`src/rtl/multicycle_controller.sv`:
```
`default_nettype none
// ============================================================================
//  Module      : multicycle_controller
//  Description : Moore control FSM for a multicycle MIPS datapath. Steps each
//                instruction through FETCH/DECODE and its class-specific
//                states, drives mux selects, write enables and ALU control,
//                and stalls on the memory-ready handshake.
//  Revision    : 1.0 - initial release
// ============================================================================
module multicycle_controller #(
    parameter bit ENABLE_BNE = 1'b1,
    parameter bit ENABLE_ORI = 1'b1,
    parameter int STATE_W    = 4
) (
    input  logic               clk,
    input  logic               reset_n,
    input  logic [5:0]         op,
    input  logic [5:0]         funct,
    input  logic               zero,
    input  logic               mem_ready,
    output logic               pcen,
    output logic               iord,
    output logic               memwrite,
    output logic               irwrite,
    output logic               regdst,
    output logic               memtoreg,
    output logic               regwrite,
    output logic               alusrca,
    output logic [1:0]         alusrcb,
    output logic               zeroext,
    output logic [1:0]         pcsrc,
    output logic [2:0]         alucontrol,
    output logic               instr_done,
    output logic               illegal_op,
    output logic [STATE_W-1:0] state
);

    localparam logic [5:0] OP_RTYPE = 6'b000000;
    localparam logic [5:0] OP_J     = 6'b000010;
    localparam logic [5:0] OP_BEQ   = 6'b000100;
    localparam logic [5:0] OP_BNE   = 6'b000101;
    localparam logic [5:0] OP_ADDI  = 6'b001000;
    localparam logic [5:0] OP_ORI   = 6'b001101;
    localparam logic [5:0] OP_LW    = 6'b100011;
    localparam logic [5:0] OP_SW    = 6'b101011;

    localparam logic [2:0] ALU_ADD = 3'b010;
    localparam logic [2:0] ALU_SUB = 3'b110;
    localparam logic [2:0] ALU_AND = 3'b000;
    localparam logic [2:0] ALU_OR  = 3'b001;
    localparam logic [2:0] ALU_SLT = 3'b111;

    typedef enum logic [STATE_W-1:0] {
        S_FETCH   = STATE_W'(0),
        S_DECODE  = STATE_W'(1),
        S_MEMADR  = STATE_W'(2),
        S_MEMRD   = STATE_W'(3),
        S_MEMWB   = STATE_W'(4),
        S_MEMWR   = STATE_W'(5),
        S_EXEC    = STATE_W'(6),
        S_ALUWB   = STATE_W'(7),
        S_BRANCH  = STATE_W'(8),
        S_IEXEC   = STATE_W'(9),
        S_IWB     = STATE_W'(10),
        S_JUMP    = STATE_W'(11),
        S_ILLEGAL = STATE_W'(12)
    } state_e;

    state_e state_q, state_d;

    logic       w_rtype_ok;
    logic [2:0] w_rtype_alu;
    logic       w_is_bne;
    logic       w_pcwrite;
    logic       w_branch;
    logic       w_irwrite;
    logic       w_regwrite;
    logic       w_memwrite;
    logic       w_done;
    logic       w_illegal;

    // R-type funct decode: legality and the ALU operation it selects
    always_comb begin
        w_rtype_ok  = 1'b1;
        w_rtype_alu = ALU_ADD;
        case (funct)
            6'b100000: w_rtype_alu = ALU_ADD;
            6'b100010: w_rtype_alu = ALU_SUB;
            6'b100100: w_rtype_alu = ALU_AND;
            6'b100101: w_rtype_alu = ALU_OR;
            6'b101010: w_rtype_alu = ALU_SLT;
            default:   w_rtype_ok  = 1'b0;
        endcase
    end

    assign w_is_bne = ENABLE_BNE && (op == OP_BNE);

    // Next-state selection; unused encodings recover to FETCH
    always_comb begin
        state_d = S_FETCH;
        case (state_q)
            S_FETCH:  state_d = mem_ready ? S_DECODE : S_FETCH;
            S_DECODE: begin
                case (op)
                    OP_LW, OP_SW: state_d = S_MEMADR;
                    OP_RTYPE:     state_d = w_rtype_ok ? S_EXEC : S_ILLEGAL;
                    OP_BEQ:       state_d = S_BRANCH;
                    OP_BNE:       state_d = ENABLE_BNE ? S_BRANCH : S_ILLEGAL;
                    OP_ADDI:      state_d = S_IEXEC;
                    OP_ORI:       state_d = ENABLE_ORI ? S_IEXEC : S_ILLEGAL;
                    OP_J:         state_d = S_JUMP;
                    default:      state_d = S_ILLEGAL;
                endcase
            end
            S_MEMADR: state_d = (op == OP_LW) ? S_MEMRD : S_MEMWR;
            S_MEMRD:  state_d = mem_ready ? S_MEMWB : S_MEMRD;
            S_MEMWR:  state_d = mem_ready ? S_FETCH : S_MEMWR;
            S_EXEC:   state_d = S_ALUWB;
            S_IEXEC:  state_d = S_IWB;
            default:  state_d = S_FETCH;
        endcase
    end

    // State register; asynchronous reset parks the FSM in FETCH
    always_ff @(posedge clk or negedge reset_n) begin
        if (!reset_n) state_q <= S_FETCH;
        else          state_q <= state_d;
    end

    // Moore outputs decoded from the current state. The handshake-qualified
    // enables (irwrite/pcen in FETCH, instr_done in MEMWR) and the branch
    // decision must react within the cycle, so outputs are not registered.
    always_comb begin
        iord       = 1'b0;
        regdst     = 1'b0;
        memtoreg   = 1'b0;
        alusrca    = 1'b0;
        alusrcb    = 2'b00;
        zeroext    = 1'b0;
        pcsrc      = 2'b00;
        alucontrol = ALU_ADD;
        w_pcwrite  = 1'b0;
        w_branch   = 1'b0;
        w_irwrite  = 1'b0;
        w_regwrite = 1'b0;
        w_memwrite = 1'b0;
        w_done     = 1'b0;
        w_illegal  = 1'b0;
        case (state_q)
            S_FETCH: begin
                alusrcb   = 2'b01;
                w_irwrite = mem_ready;
                w_pcwrite = mem_ready;
            end
            S_DECODE: alusrcb = 2'b11;
            S_MEMADR: begin
                alusrca = 1'b1;
                alusrcb = 2'b10;
            end
            S_MEMRD:  iord = 1'b1;
            S_MEMWB: begin
                memtoreg   = 1'b1;
                w_regwrite = 1'b1;
                w_done     = 1'b1;
            end
            S_MEMWR: begin
                iord       = 1'b1;
                w_memwrite = 1'b1;
                w_done     = mem_ready;
            end
            S_EXEC: begin
                alusrca    = 1'b1;
                alucontrol = w_rtype_alu;
            end
            S_ALUWB: begin
                regdst     = 1'b1;
                w_regwrite = 1'b1;
                w_done     = 1'b1;
            end
            S_BRANCH: begin
                alusrca    = 1'b1;
                alucontrol = ALU_SUB;
                pcsrc      = 2'b01;
                w_branch   = 1'b1;
                w_done     = 1'b1;
            end
            S_IEXEC: begin
                alusrca = 1'b1;
                alusrcb = 2'b10;
                if (ENABLE_ORI && (op == OP_ORI)) begin
                    alucontrol = ALU_OR;
                    zeroext    = 1'b1;
                end
            end
            S_IWB: begin
                w_regwrite = 1'b1;
                w_done     = 1'b1;
            end
            S_JUMP: begin
                pcsrc     = 2'b10;
                w_pcwrite = 1'b1;
                w_done    = 1'b1;
            end
            S_ILLEGAL: w_illegal = 1'b1;
            default: ;
        endcase
    end

    // Write enables and pulses are masked while reset is asserted so that
    // nothing is written between reset_n falling and the next clock edge
    assign pcen       = reset_n & (w_pcwrite | (w_branch & (zero ^ w_is_bne)));
    assign irwrite    = reset_n & w_irwrite;
    assign regwrite   = reset_n & w_regwrite;
    assign memwrite   = reset_n & w_memwrite;
    assign instr_done = reset_n & w_done;
    assign illegal_op = reset_n & w_illegal;
    assign state      = state_q;

endmodule
`default_nettype wire

```
`config.mk`:
```
export PLATFORM = sky130hd
export DESIGN_NAME = multicycle_controller
export DESIGN_NICKNAME = d
export VERILOG_FILES = /design/src/rtl/multicycle_controller.sv
export SDC_FILE = /design/constraint.sdc
export NUM_CORES = 1
export LEC_CHECK = 0
export ABC_AREA = 1
export ABC_CLOCK_PERIOD_IN_PS = 1290
export BUFFER_PORTS_ARGS = -buffer_cell sky130_fd_sc_hd__buf_2
export CORE_MARGIN = 4
export CORE_UTILIZATION = 44
export CTS_CLUSTER_DIAMETER = 80
export CTS_CLUSTER_SIZE = 40
export DETAILED_ROUTE_END_ITERATION = 12
export PLACE_DENSITY = 0.85
export RECOVER_POWER = 100
export SYNTH_ARGS = -nofsm -noshare
export SYNTH_HDL_FRONTEND = slang
export SYNTH_SLANG_ARGS = --single-unit
```
`constraint.sdc`:
```
create_clock -name clk -period 1.29 [get_ports clk]
set_clock_uncertainty 0.05 [all_clocks]
set_input_delay 0.0645 -clock clk [delete_from_list [all_inputs] [get_ports clk]]
set_output_delay 0.0645 -clock clk [all_outputs]
set_load 0.03 [all_outputs]
```
==> flow_metrics.tcl <==
set metrics [dict create \
    max-cap-violations 0 \
    finalHoldViolCount 0 \
    post-place-ws_ns -0.188 \
    diodes 0 \
    ctsLongestPathBuffers 2 \
    die_area_mm2 0.00239 \
    cts.clk_slew.worst_paths_ns 0.05 \
    synth_edf_count 0 \
    die_x_um 48.9 \
    clockPowerShare_pct 6.7 \
    syn_to_final_growth_pct 95.9 \
    wirelength_um 4590 \
    synth.top_cell.area_share_pct 16.8 \
    yosys_register_bits 4 \
    p_per_area_mw_per_mm2 2020 \
    fill_cells 54 \
    fin_crit_sh_pct 140 \
    wl_per_cell_um 20.3 \
    seq_area_um2 105 \
    die_h_um 48.9 \
    fmax_mhz 554 \
    final_max_slew_viol_count 0 \
    p_sw_share_pct 56.4 \
    synth_cell_types 18 \
    critPathMaxFanout 5 \
    yosysMostFrequentCell "nor2_1" \
    numCtsBuffers 3 \
    detail-route-antenna-nets 0 \
    clock_sinks 4 \
    netlist_top_cells_area "nor2_1 (17%), inv_1 (15%), nand2_1 (15%)" \
    ctsHtreeMaxLevel 1 \
    status "finished, violations left" \
    critPathCaptureType "output pin" \
    fin_crit_ns 1.80 \
    layout.cells.non_filler 226 \
    core_area_mm2 0.00154 \
    synth_ff_type "dfrtp_1" \
    min_path_type "in2reg" \
    fp-row-count 14 \
    final_nets 228 \
    arrival_ns 1.69 \
    p_total_mw 2.91 \
    worst_slack_ns -0.515 \
    setup_viol 21 \
    largest_reg_flops 4 \
    synth_area_leader_cell "nor2_1" \
    grt_start_max_net_pins 7 \
    p_seq_share_pct 9.6 \
    start_kind "flop" \
    insertion_delay_ns 0.27 \
    grt_use_total_pct 25.2 \
    drc 0 \
    worstSetupPathType "reg2out" \
    start_util_pct 47.8 \
    p_leak_nw 0.788 \
    grt_pass1_wl_um 4840 \
    p_switching_mw 1.64 \
    cts_tree "done" \
    synth_nets 163 \
    synthArstFlopShare_pct 100 \
    rsz0062_at_grt "yes" \
    intPower_mw 1.27 \
    multiInputGateArea_um2 707 \
    viasPerCell 6.37 \
    seq_area_frac_synth_pct 13.6 \
    netlist_top_cells_count "nor2_1 (33), inv_1 (29), nand2_1 (29)" \
    violations "setup timing" \
    vias 1439 \
    dp.final_hpwl_um 2270 \
    antenna_found_initial 0 \
    syn_area_um2 737 \
    tightestPinTransition_ns 0.399 \
    place.gp.congestion 0.864 \
    ir_drop_v 0.00168 \
    pin_count 38 \
    clock-root-buffer "clkbuf_4" \
    layout-drive-gt1-share_pct 54.3 \
    overflow 0 \
    drtPass1Iterations 5 \
    grt_pass1_vias 1094 \
    placed_cells 214 \
    syn_inst 147 \
    drt_iter0_drc 143 \
    yosysWarnings 0 \
    syn_avg_cell_area_um2 5.01 \
    slew_headroom_pct 73.4 \
    portBuffers 37 \
    p_comb_share_pct 83.6 \
    worstPathRequired_ns 1.18 \
]
==> power by group through the flow <==
stage                     combinational (mW)  clock, mW  sequential, mW
final                                   2.43      0.196           0.281
after global routing                    2.53      0.198           0.285
after CTS                               1.86      0.169           0.271
after detailed placement                1.67          0           0.265
after global placement                  1.64          0           0.254
after floorplan                        0.980          0           0.353
==> area by class of cell <==
| type | instances | share of cell area [%] |
|---|---|---|
| well taps | 16 | 1.39 |
| multi-input cells | 110 | 49.0 |
| clock buffers | 3 | 1.56 |
| flip-flops and latches | 4 | 7.28 |
| repair buffers | 60 | 32.2 |
| inverters | 33 | 8.58 |
==> logic make-up (layout without fill, tap and decap cells) <==
logic type / after synthesis / after routing / synth area share, %
buf+inv: 33 / 96 / 16.8
compound gates: 15 / 15 / 11.4
simple gates: 95 / 95 / 58.2
flops: 4 / 4 / 13.6
==> layer usage <==
metal	vias up	track usage, %	part of all wire [%]
met5	-	0	0
met3	50	2.45	13
met2	161	45.0	46
met4	0	16.1	9.1
met1	640	27.8	32
li1	588	-	-
==> worst paths after layout <==
check / slack [ns] / end / cells past startpoint / from
worst max-delay path: -0.51 / alucontrol[1] / 8 / state[1]$_DFF_PN0_
worst min-delay path: 0.20 / state[2]$_DFF_PN0_ / 5 / op[4]
worst max register to register: -0.38 / state[1]$_DFF_PN0_ / 9 / state[2]$_DFF_PN0_
worst min register to register: 0.66 / state[3]$_DFF_PN0_ / 3 / state[1]$_DFF_PN0_
max in group asynchronous: 0.72 / state[3]$_DFF_PN0_ / 2 / reset_n
min in group asynchronous: 0.24 / state[0]$_DFF_PN0_ / 2 / reset_n
==> cell usage in the layout (no fill, tap or decap) <==
cell type,synthesis,layout
a21oi_1,4,3
a21oi_4,0,1
a31o_2,1,1
a31oi_1,4,2
a31oi_4,0,2
buf_2,0,19
buf_4,0,22
buf_6,0,17
clkbuf_1,0,1
clkbuf_4,0,3
dfrtp_2,0,4
dlygate4sd3_1,0,1
inv_1,29,23
inv_2,4,10
nand2_1,29,20
nand2_2,3,7
nand2_4,0,5
nand3_1,17,14
nand3_2,1,3
nand3_4,0,1
nand4_1,2,2
nor2_1,33,23
nor2_2,4,5
nor2_4,2,11
nor3_1,2,2
nor4_2,0,1
o21ai_0,6,3
o21ai_1,0,2
o21ai_2,0,1
or2_4,0,1
==> per-stage QoR <==
stage | util (%) | setup TNS (ns) | hold slack [ns] | cell area (µm²)
6_report | 93.7 | -6.84 | 0.201 | 1440
5_1_grt | 93.7 | -8.08 | 0.217 | 1440
4_1_cts | 83.0 | -4.09 | 0.180 | 1280
3_5_place_dp | 75.4 | -1.01 | -0.156 | 1160
3_3_place_gp | 75.4 | -0.740 | -0.168 | 1160
2_1_floorplan | - | -0.803 | -0.281 | 852
==> what timing repair did <==
| item | 4_1_cts | 5_1_grt |
|---|---|---|
| buffers inserted | 0 | 8 |
| hold buffers | 1 | 0 |
| hold endpoints to repair | 4 | 0 |
| gates resized for setup | 30 | 34 |
| endpoints found under the setup margin | 20 | 21 |
| pin swaps | 3 | 11 |
==> critical path: stages, from the launching register on <==
cell and delay, ns:
dfrtp_2 0.44, inv_2 0.10, nand2_4 0.09, nor2_4 0.18, nor2_2 0.07, inv_2 0.09
nand2_2 0.08, or2_4 0.24, buf_6 0.14
Power figures use the tool's default switching activity.
